<file path="config.mk">
export PLATFORM = sky130hd
export DESIGN_NAME = gray_counter_gen
export DESIGN_NICKNAME = d
export VERILOG_FILES = /design/src/rtl/gray_counter_gen.sv
export SDC_FILE = /design/constraint.sdc
export NUM_CORES = 1
export LEC_CHECK = 0
export BUFFER_PORTS_ARGS = -buffer_cell sky130_fd_sc_hd__buf_2
export CELL_PAD_IN_SITES_DETAIL_PLACEMENT = 1
export CELL_PAD_IN_SITES_GLOBAL_PLACEMENT = 2
export CORE_ASPECT_RATIO = 1.25
export CORE_MARGIN = 3
export CORE_UTILIZATION = 36
export CTS_CLUSTER_SIZE = 12
export DETAILED_ROUTE_END_ITERATION = 16
export GPL_ROUTABILITY_DRIVEN = 1
export PLACE_DENSITY_LB_ADDON = 0.08
export RECOVER_POWER = 25
export SLEW_MARGIN = 20
export SYNTH_ARGS = -nofsm -noshare
export SYNTH_HDL_FRONTEND = slang
export SYNTH_SLANG_ARGS = --single-unit
</file>
<file path="constraint.sdc">
create_clock -name clk -period 2.3 [get_ports clk]
set_clock_uncertainty 0.05 [all_clocks]
set_input_delay 0 -clock clk [delete_from_list [all_inputs] [get_ports clk]]
set_output_delay 0 -clock clk [all_outputs]
set_load 0.01 [all_outputs]
</file>
<file path="src/rtl/gray_counter_gen.sv">
// Prescaled up/down binary counter whose Gray code is registered for glitch-free output.
// Supports synchronous load, wrap or saturate at the ends, and a one-cycle update strobe.
module gray_counter_gen #(
  parameter int WIDTH = 3,
  parameter int DIV   = 50_000_000,
  parameter int WRAP  = 1
) (
  input  logic             clk,
  input  logic             rst,
  input  logic             en,
  input  logic             up,
  input  logic             load,
  input  logic [WIDTH-1:0] load_bin,
  output logic [WIDTH-1:0] gray_out,
  output logic             valid,
  output logic             tc
);
  localparam int CW = (DIV > 1) ? $clog2(DIV) : 1;
  localparam logic [CW-1:0]    CNT_MAX = CW'(DIV - 1);
  localparam logic [WIDTH-1:0] BIN_MAX = '1;

  typedef enum logic [1:0] {IDLE, RUN, SAT} state_t;

  state_t           r_state, w_state_nxt;
  logic [CW-1:0]    r_cnt, w_cnt_nxt;
  logic [WIDTH-1:0] r_bin, w_bin_nxt, r_gray;
  logic             r_valid, w_valid_nxt;
  logic             w_at_lim;

  assign w_at_lim = up ? (r_bin == BIN_MAX) : (r_bin == '0);
  assign tc       = w_at_lim;
  assign gray_out = r_gray;
  assign valid    = r_valid;

  always_comb begin
    w_state_nxt = r_state;
    w_cnt_nxt   = r_cnt;
    w_bin_nxt   = r_bin;
    w_valid_nxt = 1'b0;
    if (load) begin
      w_bin_nxt   = load_bin;
      w_cnt_nxt   = '0;
      w_valid_nxt = 1'b1;
      w_state_nxt = en ? RUN : IDLE;
    end else begin
      case (r_state)
        // IDLE with en high counts on the same edge it enters RUN
        IDLE, RUN: begin
          if (!en) begin
            w_state_nxt = IDLE;
          end else begin
            w_state_nxt = RUN;
            if (r_cnt == CNT_MAX) begin
              w_cnt_nxt = '0;
              if (w_at_lim && (WRAP == 0)) begin
                w_state_nxt = SAT;
              end else begin
                w_bin_nxt   = up ? r_bin + 1'b1 : r_bin - 1'b1;
                w_valid_nxt = 1'b1;
              end
            end else begin
              w_cnt_nxt = r_cnt + 1'b1;
            end
          end
        end
        SAT: begin
          if (!en) begin
            w_state_nxt = IDLE;
          end else if (!w_at_lim) begin
            w_state_nxt = RUN;
            w_cnt_nxt   = '0;
          end
        end
        default: w_state_nxt = IDLE;
      endcase
    end
  end

  always_ff @(posedge clk) begin
    if (rst) begin
      r_state <= IDLE;
      r_cnt   <= '0;
      r_bin   <= '0;
      r_gray  <= '0;
      r_valid <= 1'b0;
    end else begin
      r_state <= w_state_nxt;
      r_cnt   <= w_cnt_nxt;
      r_bin   <= w_bin_nxt;
      r_gray  <= w_bin_nxt ^ (w_bin_nxt >> 1);
      r_valid <= w_valid_nxt;
    end
  end
endmodule

</file>
==> impl_metrics.py <==
metrics = {
    "placed_design": {
        "dpl-instance-area_sq_um": 1679,
        "dp_hpwl_um": 2629,
        "gp_congestion": 0.7250,
        "portBuffers": 12,
    },
    "logic_synthesis": {
        "syn_inst": 178,
        "ys_seq_area_frac": 0.4093,
        "syn_nets": 188,
        "ys.flop_type": "dfxtp_1",
        "synth-seq-cells": 32,
        "yosys.cell_types.count": 37,
        "avgSynthCellArea_sq_um": 8.794,
        "ys_warn_count": 0,
        "syn_area_sq_um": 1565,
        "async_flop_share": 0,
        "synth_edf_count": 0,
    },
    "sta": {
        "setup_viol": 0,
        "fmax_mhz": 515.1,
        "layout_min_cycle_time_ps": 1942,
        "tightest_slew_ps": 479.2,
        "drv_slew": 0,
        "rsz0062_at_grt": "false",
        "slew_headroom": 0.6776,
        "post-route-period-util": 0.8442,
        "setup_tns_ps": 0,
        "hold_viol": 0,
    },
    "run_status": {
        "status": "finished clean",
    },
    "global_routing": {
        "track_usage": 0.1489,
        "grt_remaining_overflow": 0,
        "grt_pass1_wl_um": 5982,
        "antenna_found_initial": 0,
        "grt_max_degree": 18,
        "grt_pass1_vias": 1324,
    },
    "floorplanning": {
        "ioPinCount": 13,
        "die_w_um": 64.98,
        "core-area_sq_um": 4131,
        "rows": 26,
        "die_y_um": 79.72,
        "start_util": 0.3789,
        "die-area_sq_um": 5180,
    },
    "clock_network": {
        "clkTransAtPathRegs_ps": 60,
        "cts_root_buffer": "clkbuf_8",
        "numClockSinks": 32,
        "cts_buffers": 5,
        "h-tree-depth": 2,
        "clock_path_buffers": 2,
        "post_cts_buffers": 0,
        "clock_latency_ps": 280,
        "tritoncts": "built",
        "cts_resized": 0,
    },
    "routing": {
        "firstDrtPassIters": 4,
        "wl_per_cell_um": 13.65,
        "vias": 1268,
        "viasPerCell": 5.032,
        "drt_iter0_drc": 45,
        "drc": 0,
        "drt_wl_total_um": 3439,
        "ant_nets": 0,
    },
    "setup_path": {
        "startpoint_type": "register",
        "endpoint_kind": "register",
        "cp_data_required_time_ps": 2410,
        "path_class": "register to register",
        "worst_ep_arrival_time_ps": 2060,
        "crit_path_max_fanout": 17,
    },
    "pwr": {
        "power.density_nw_per_um2": 618.1,
        "switching_share": 0.2217,
        "p_leak_nw": 0.6039,
        "combPwrFrac": 0.063,
        "seq_power_share": 0.516,
        "p_sw_mw": 0.2445,
        "p_int_mw": 0.8584,
        "ir_worst_vdd_v": 0.0003135,
        "clkPwrFrac": 0.421,
    },
    "worst_hold_path": {
        "hold_class": "input port to register",
    },
    "final_layout": {
        "diodes": 0,
        "register_area_sq_um": 640.6,
        "layout.nets": 206,
        "drive_gt1_frac": 0.1480,
        "n_fill_cell": 509,
        "syn2layout_area_growth_pct": 13.99,
        "fin_area_sq_um": 1784,
        "multi_input_area_sq_um": 862.1,
    },
    "job": {
        "maxCapViolations": 0,
    },
}
-- per-layer routing --
layer / GRT usage / part of all wire / vias to the layer above / wire length, um
li1: - / - / 638 / -
met1: 0.1704 / 0.45 / 607 / 1532
met2: 0.2682 / 0.51 / 17 / 1741
met3: 0.03803 / 0.036 / 6 / 125
met4: 0.04440 / 0.012 / 0 / 40
met5: 0 / 0 / - / 0
-- cells by family (layout without fill, tap and decap cells) --
kind of cell | Yosys count | count (layout) | synth area share
AO/OA/AOI/OAI | 9 | 9 | 0.04397
buffers and inverters | 11 | 29 | 0.03677
flip-flops | 32 | 32 | 0.4093
AND/OR/NAND/NOR | 95 | 95 | 0.3261
adder cells (fa/ha/maj) | 2 | 2 | 0.02078
multiplexers | 1 | 1 | 0.006395
XOR/XNOR | 28 | 28 | 0.1567
-- synthesized netlist by cell type (4+ instances only) --
| master | number | area [sq um] |
|---|---|---|
| nand3_1 | 8 | 40.04 |
| nand4_1 | 7 | 43.79 |
| xnor2_1 | 14 | 122.6 |
| and3_1 | 5 | 31.28 |
| nand2_1 | 14 | 52.55 |
| nor3_1 | 6 | 30.03 |
| inv_1 | 5 | 18.77 |
| nor2_1 | 34 | 127.6 |
| buf_4 | 4 | 30.03 |
| xor2_1 | 14 | 122.6 |
| a21oi_1 | 4 | 20.02 |
| dfxtp_1 | 32 | 640.6 |
-- state kept, by name (all words and copies together), names as in the netlist --
| signal | cells |
|---|---|
| valid | 1 |
| r_cnt | 26 |
| gray_out | 2 |
| r_bin | 3 |
-- what timing repair did --
action | in CTS | in global routing
hold buffers | 2 | 0
endpoints found under the setup margin | 0 | 0
endpoints found under the hold margin | 6 | 0
-- worst paths after layout --
| kind | startpoint | endpoint | slack [ps] | depth (start not counted) |
|---|---|---|---|---|
| worst max-delay path | r_cnt[19] | r_cnt[11] | 360 | 6 |
| worst min-delay path | en | r_cnt[0] | 10 | 3 |
| worst max register to register | r_cnt[19] | r_cnt[11] | 360 | 6 |
| worst min register to register | r_cnt[6] | r_cnt[6] | 470 | 2 |
-- per-stage QoR --
step	std cells	hold WS [ps]	power (mW)	util	setup WS [ps]
after floorplan	178	19.07	0.6256	-	571.0
after global placement	243	227.7	0.6496	0.4064	418.2
after detailed placement	243	240.3	0.6514	0.4064	349.8
after CTS	252	10.16	1.129	0.4346	337.1
after global routing	252	20.54	1.158	0.4319	147.3
final	252	14.51	1.103	0.4319	358.5
-- power groups by stage --
stage / Sequential, mW / Clock (mW) / Combinational [mW]
final: 0.569 / 0.464 / 0.0690
after CTS: 0.569 / 0.487 / 0.0730
after floorplan: 0.583 / 0 / 0.0430
after global placement: 0.581 / 0 / 0.0683
after detailed placement: 0.582 / 0 / 0.0697
after global routing: 0.570 / 0.510 / 0.0781
-- critical path, stage by stage (launching register included) --
cell	delay [ps]
dfxtp_1	400
nor4bb_1	400
nand3_1	150
nor3_1	340
or3_1	190
buf_4	220
nor2_1	70
-- cells in the final DEF (no fill, tap or decap), types with 2 or more instances in the layout --
cell	Yosys	routed
clkbuf_8	0	7
nor3_2	2	2
nand2_1	14	14
nor4_1	2	2
a21oi_1	4	4
inv_1	5	5
xor2_1	14	14
nor2b_1	2	2
nor3_1	6	6
nor2_2	2	2
nand4_1	7	7
nand3_1	8	8
xnor2_1	14	14
dfxtp_1	32	32
nor4bb_1	2	2
buf_4	4	3
and4_1	2	2
o31ai_1	1	2
clkbuf_1	1	5
nor2_1	34	34
dlygate4sd3_1	0	2
and3_1	5	5
buf_2	1	7
-- cell type report --
| class | count | area share |
|---|---|---|
| Clock buffer | 7 | 0.05400 |
| Inverter | 5 | 0.01052 |
| Multi-Input combinational cell | 135 | 0.4832 |
| Sequential cell | 32 | 0.3590 |
| Tap cell | 56 | 0.03927 |
| Timing Repair Buffer | 17 | 0.05400 |
No activity file was read; power rests on OpenSTA's default activity.
